## src/rtl/mux_n1_stream.sv

```systemverilog
// N:1 W-bit streaming multiplexer, valid/ready on every port, one registered output stage.
// Optional 16-bit output beat counter enabled by defining MUX_N1_BEATCNT_EN.
module mux_n1_stream #(
   parameter int unsigned N    = 4,
   parameter int unsigned W    = 8,
   parameter int unsigned SW   = 2,
   parameter int unsigned MODE = 0
) (
   input  logic           CLK,
   input  logic           RST,
   input  logic [N*W-1:0] IN_D,
   input  logic [N-1:0]   IN_V,
   output logic [N-1:0]   IN_R,
   input  logic [SW-1:0]  S,
   output logic [W-1:0]   Y,
   output logic [SW-1:0]  Y_CH,
   output logic           Y_V,
   input  logic           Y_R
`ifdef MUX_N1_BEATCNT_EN
   ,
   output logic [15:0]    BEAT_CNT
`endif
);

   logic [W-1:0]  y_q;
   logic [SW-1:0] ch_q;
   logic          v_q;
   logic [SW-1:0] ptr_q;

   logic          ld;
   logic          grant;
   logic [SW-1:0] g;
   logic [SW-1:0] idx;
   logic [N-1:0]  in_r;

   // Output register may accept a new beat when empty or being drained this cycle.
   assign ld = ~v_q | Y_R;

   always_comb begin
      grant = 1'b0;
      g     = '0;
      idx   = '0;
      if (MODE == 0) begin
         if ((32'(S) < N) && IN_V[S]) begin
            grant = 1'b1;
            g     = S;
         end
      end else begin
         // Rotating search starting just after the last granted channel.
         for (int unsigned i = 1; i <= N; i++) begin
            idx = SW'((32'(ptr_q) + i) % N);
            if (!grant && IN_V[idx]) begin
               grant = 1'b1;
               g     = idx;
            end
         end
      end
   end

   always_comb begin
      in_r = '0;
      if (!RST && ld && grant) begin
         in_r[g] = 1'b1;
      end
   end

   assign IN_R = in_r;

   always_ff @(posedge CLK) begin
      if (RST) begin
         y_q   <= '0;
         ch_q  <= '0;
         v_q   <= 1'b0;
         ptr_q <= SW'(N - 1);
      end else begin
         if (ld) begin
            if (grant) begin
               y_q  <= IN_D[g*W +: W];
               ch_q <= g;
               v_q  <= 1'b1;
            end else begin
               v_q  <= 1'b0;
            end
         end
         if ((MODE == 1) && ld && grant) begin
            ptr_q <= g;
         end
      end
   end

   assign Y    = y_q;
   assign Y_CH = ch_q;
   assign Y_V  = v_q;

`ifdef MUX_N1_BEATCNT_EN
   logic [15:0] beat_cnt_q;

   // Free-running wrap at 16 bits.
   always_ff @(posedge CLK) begin
      if (RST) begin
         beat_cnt_q <= '0;
      end else if (v_q && Y_R) begin
         beat_cnt_q <= beat_cnt_q + 16'd1;
      end
   end

   assign BEAT_CNT = beat_cnt_q;
`endif

endmodule

```

## config.mk

```make
export PLATFORM = sky130hd
export DESIGN_NAME = mux_n1_stream
export DESIGN_NICKNAME = d
export VERILOG_FILES = /design/src/rtl/mux_n1_stream.sv
export SDC_FILE = /design/constraint.sdc
export NUM_CORES = 1
export LEC_CHECK = 0
export CORE_AREA = 4 4 41 43
export CTS_BUF_LIST = sky130_fd_sc_hd__clkbuf_16
export CTS_CLUSTER_SIZE = 14
export DETAILED_ROUTE_END_ITERATION = 10
export DIE_AREA = 0 0 45 47
export DONT_BUFFER_PORTS = 1
export HOLD_SLACK_MARGIN = 0.02
export PLACE_DENSITY = 0.69
export SETUP_SLACK_MARGIN = 0.5
export SLEW_MARGIN = 20
export SYNTH_ARGS = -nofsm -noshare
export SYNTH_HDL_FRONTEND = slang
export SYNTH_SLANG_ARGS = --single-unit
export TNS_END_PERCENT = 100
```

## constraint.sdc

```tcl
create_clock -name CLK -period 1.6 [get_ports CLK]
set_input_delay 0.08 -clock CLK [delete_from_list [all_inputs] [get_ports CLK]]
set_output_delay 0.08 -clock CLK [all_outputs]
set_load 0.03 [all_outputs]
```

==> results.yml <==
floorplan:
  io_pins: 56
  dieArea_um2: 2120
  placementRows: 13
  dieHeight_um: 47
  start_util: 0.554
  core_um2: 1300
  die_w_um: 45
synthesis:
  yosysMostFrequentCell: "nor2_1"
  yosysUniqueCellTypes: 26
  synth_fa_ha_area_frac: 0
  synth_compound_area_frac: 0.340
  synth-xor-area-share: 0
  synth_mux_area_frac: 0.0764
  ys_seq_area_frac: 0.306
  yosys-top-cells-count: "12 x nor2_1, 11 x dfxtp_1, 9 x a21oi_1"
  yosysWarnings: 0
  netlist_instances: 76
  synth_edf_count: 0
  yosys.area_share.simple: 0.179
  synth.avg_cell_area_um2: 9.48
  ys_async_sr_fraction: 0
  yosys_most_used_dff: "dfxtp_1"
  yosys.area.top_type_share: 0.306
  syn_area_um2: 721
  synth_top_cells_by_area: "dfxtp_1 31%, a222oi_1 11%, a211oi_2 8.7%"
  synth_top_family_by_area: "compound AO/OA/AOI/OAI gates"
  yosysTopAreaCell: "dfxtp_1"
  mappedNetlistNets: 117
  synth-seq-cells: 11
cts:
  clk_latency_ns: 0.24
  cts_max_level: 1
  cts.sinks: 11
  clockRootBuffer: "clkbuf_16"
  path_clk_slew_ns: 0.04
  clk_path_buf_depth: 2
  cts_made_buffers: 3
  cts_tree: "done"
cells_and_area:
  final_nets: 121
  drive_gt1_frac: 0.456
  nFillCells: 100
  antenna_cells: 0
  syn_to_final_growth_pct: 29.9
  utilization: 0.719
sta:
  drv_slew: 0
  rsz0062_at_grt: "yes"
  hold_viol: 0
  post-route-worst-setup-slack_ns: 0.202
  setup_viol: 0
  min_period_ns: 1.40
  finClkSkew_ns: 0.00224
  slew_headroom: 0.585
  worst_slew_pin_slew_ns: 0.621
  setup_tns_ns: 0
  timing.fmax_mhz: 715
  fin_crit_sh: 0.874
worst_hold_path:
  hold_depth: 2
  worst_hold_path.endpoint: "Y_CH[1]"
  hold_path_class: "input pin to flip-flop"
  hold_start: "S[1]"
setup_path:
  startpoint_type: "flip-flop"
  reg2reg_from: "Y_V"
  cp_data_required_time_ns: 1.52
  critPathSlowestCell: "dfxtp_4"
  setup.worst_path.start: "Y_V"
  rrSetupSlack_ns: 0.23
  crit_family: "simple AND/OR/NAND/NOR gates"
  cp.arrival_ns: 1.32
  crit_path_max_incr_delay_ns: 0.37
  path_class: "flip-flop to primary output"
  cp_cell_sequence: "or2b_4 -> nand2_8 -> nor4_4 -> buf_6"
  path_buf_inv: 1
  crit_path_end_kind: "primary output"
  reg2reg_depth: 5
  crit_fanout: 6
  rr_endpoint: "Y[6]"
drt:
  wl_per_cell_um: 23.0
  routed_wl_um: 2160
  viasPerCell: 7.13
  num_vias: 670
  firstDrtPassIters: 4
  ant_nets: 0
  drt_iter0_drc: 42
  drc: 0
grt:
  gr-total-overflow: 0
  grt_pass1_vias: 671
  grt_usage: 0.204
  grt_pass1_wl_um: 3150
  grt_antenna_before_repair: 0
  grt_max_degree: 12
place:
  gp_congestion: 0.795
  post-place-ws_ns: 0.217
  dp_hpwl_um: 1380
  port_buffers: 0
flow_run:
  max_cap_violations: 0
run_status:
  status: "complete, no violations"
power:
  p_per_area_nw_per_um2: 1140
  p_leak_nw: 0.333
  max-vdd-ir-drop_mv: 0.923
## area by class of cell
class,instances,area (µm²),share of cell area
multi-input combinational,57,556,0.594
clock buffer,3,75.1,0.0802
inverter,1,3.75,0.00401
timing repair buffer,6,55.1,0.0588
sequential,11,224,0.239
clock inverter,1,3.75,0.00401
tap,15,18.8,0.0201
## per-stage QoR
step           area [µm²]  std cells  hold WS, ns  power, W
6_report              936         94       0.0308   0.00107
5_1_grt               936         94       0.0722   0.00111
4_1_cts               905         94       0.0321   0.00105
3_5_place_dp          748         85        0.148  0.000555
3_3_place_gp          748         85        0.146  0.000554
2_1_floorplan         793         76        0.152  0.000560
## layer usage
layer	wire [µm]	up-vias	GRT usage
li1	-	304	-
met1	803	321	0.233
met2	1120	43	0.356
met3	229	2	0.0690
met4	11	0	0.0702
met5	0	-	0
## state kept, by name (all words and copies together), names as in the netlist
| name | count |
|---|---|
| Y | 8 |
| Y_CH | 2 |
| Y_V | 1 |
## cells in the final DEF (no fill, tap or decap), drive strengths merged
cell,count
nor2,12
dfxtp,11
a21oi,10
a222oi,8
a211oi,8
buf,5
nor3b,3
clkbuf,3
nor2b,2
inv,2
nand2,2
mux2,2
o21ai,2
or2b,1
mux4,1
and3b,1
nor4,1
and3,1
and2,1
a32oi,1
mux2i,1
dlygate4sd3,1
## worst max-delay path by stage
| stage | depth (start not counted) | endpoint | slack, ns |
|---|---|---|---|
| 2_1_floorplan | 4 | IN_R[1] | 0.29 |
| 3_3_place_gp | 4 | Y[4] | 0.24 |
| 3_5_place_dp | 4 | Y[7] | 0.22 |
| 4_1_cts | 4 | IN_R[1] | 0.19 |
| 5_1_grt | 4 | IN_R[1] | 0.14 |
| 6_report | 4 | IN_R[1] | 0.20 |
## worst register-to-register path: stages (launching register included)
cell and delay [ns]:
dfxtp_4 0.37, or2b_4 0.24, buf_4 0.13, and2_4 0.27
nor2_1 0.06, a211oi_1 0.21
## logic make-up after synthesis
kind of cell | count (synthesis)
AOI/OAI and AO/OA | 29
and+or+nand+nor | 24
buffers and inverters | 8
DFF | 11
muxes | 4
## power breakdown
group          leakage, nW  internal [W]  switching [W]
registers           0.0918      0.000305      0.0000873
logic                0.199      0.000107       0.000118
clock network       0.0423      0.000328       0.000124
total                0.333      0.000740       0.000330
## timing repair
| action | in CTS | in global routing |
|---|---|---|
| hold buffers | 1 | 0 |
| resized for setup | 8 | 8 |
| pin swaps | 4 | 2 |
| buffers inserted | 4 | 0 |
| endpoints found under the hold margin | 11 | 0 |
| setup endpoints to repair | 14 | 14 |
Power figures use the tool's default switching activity.
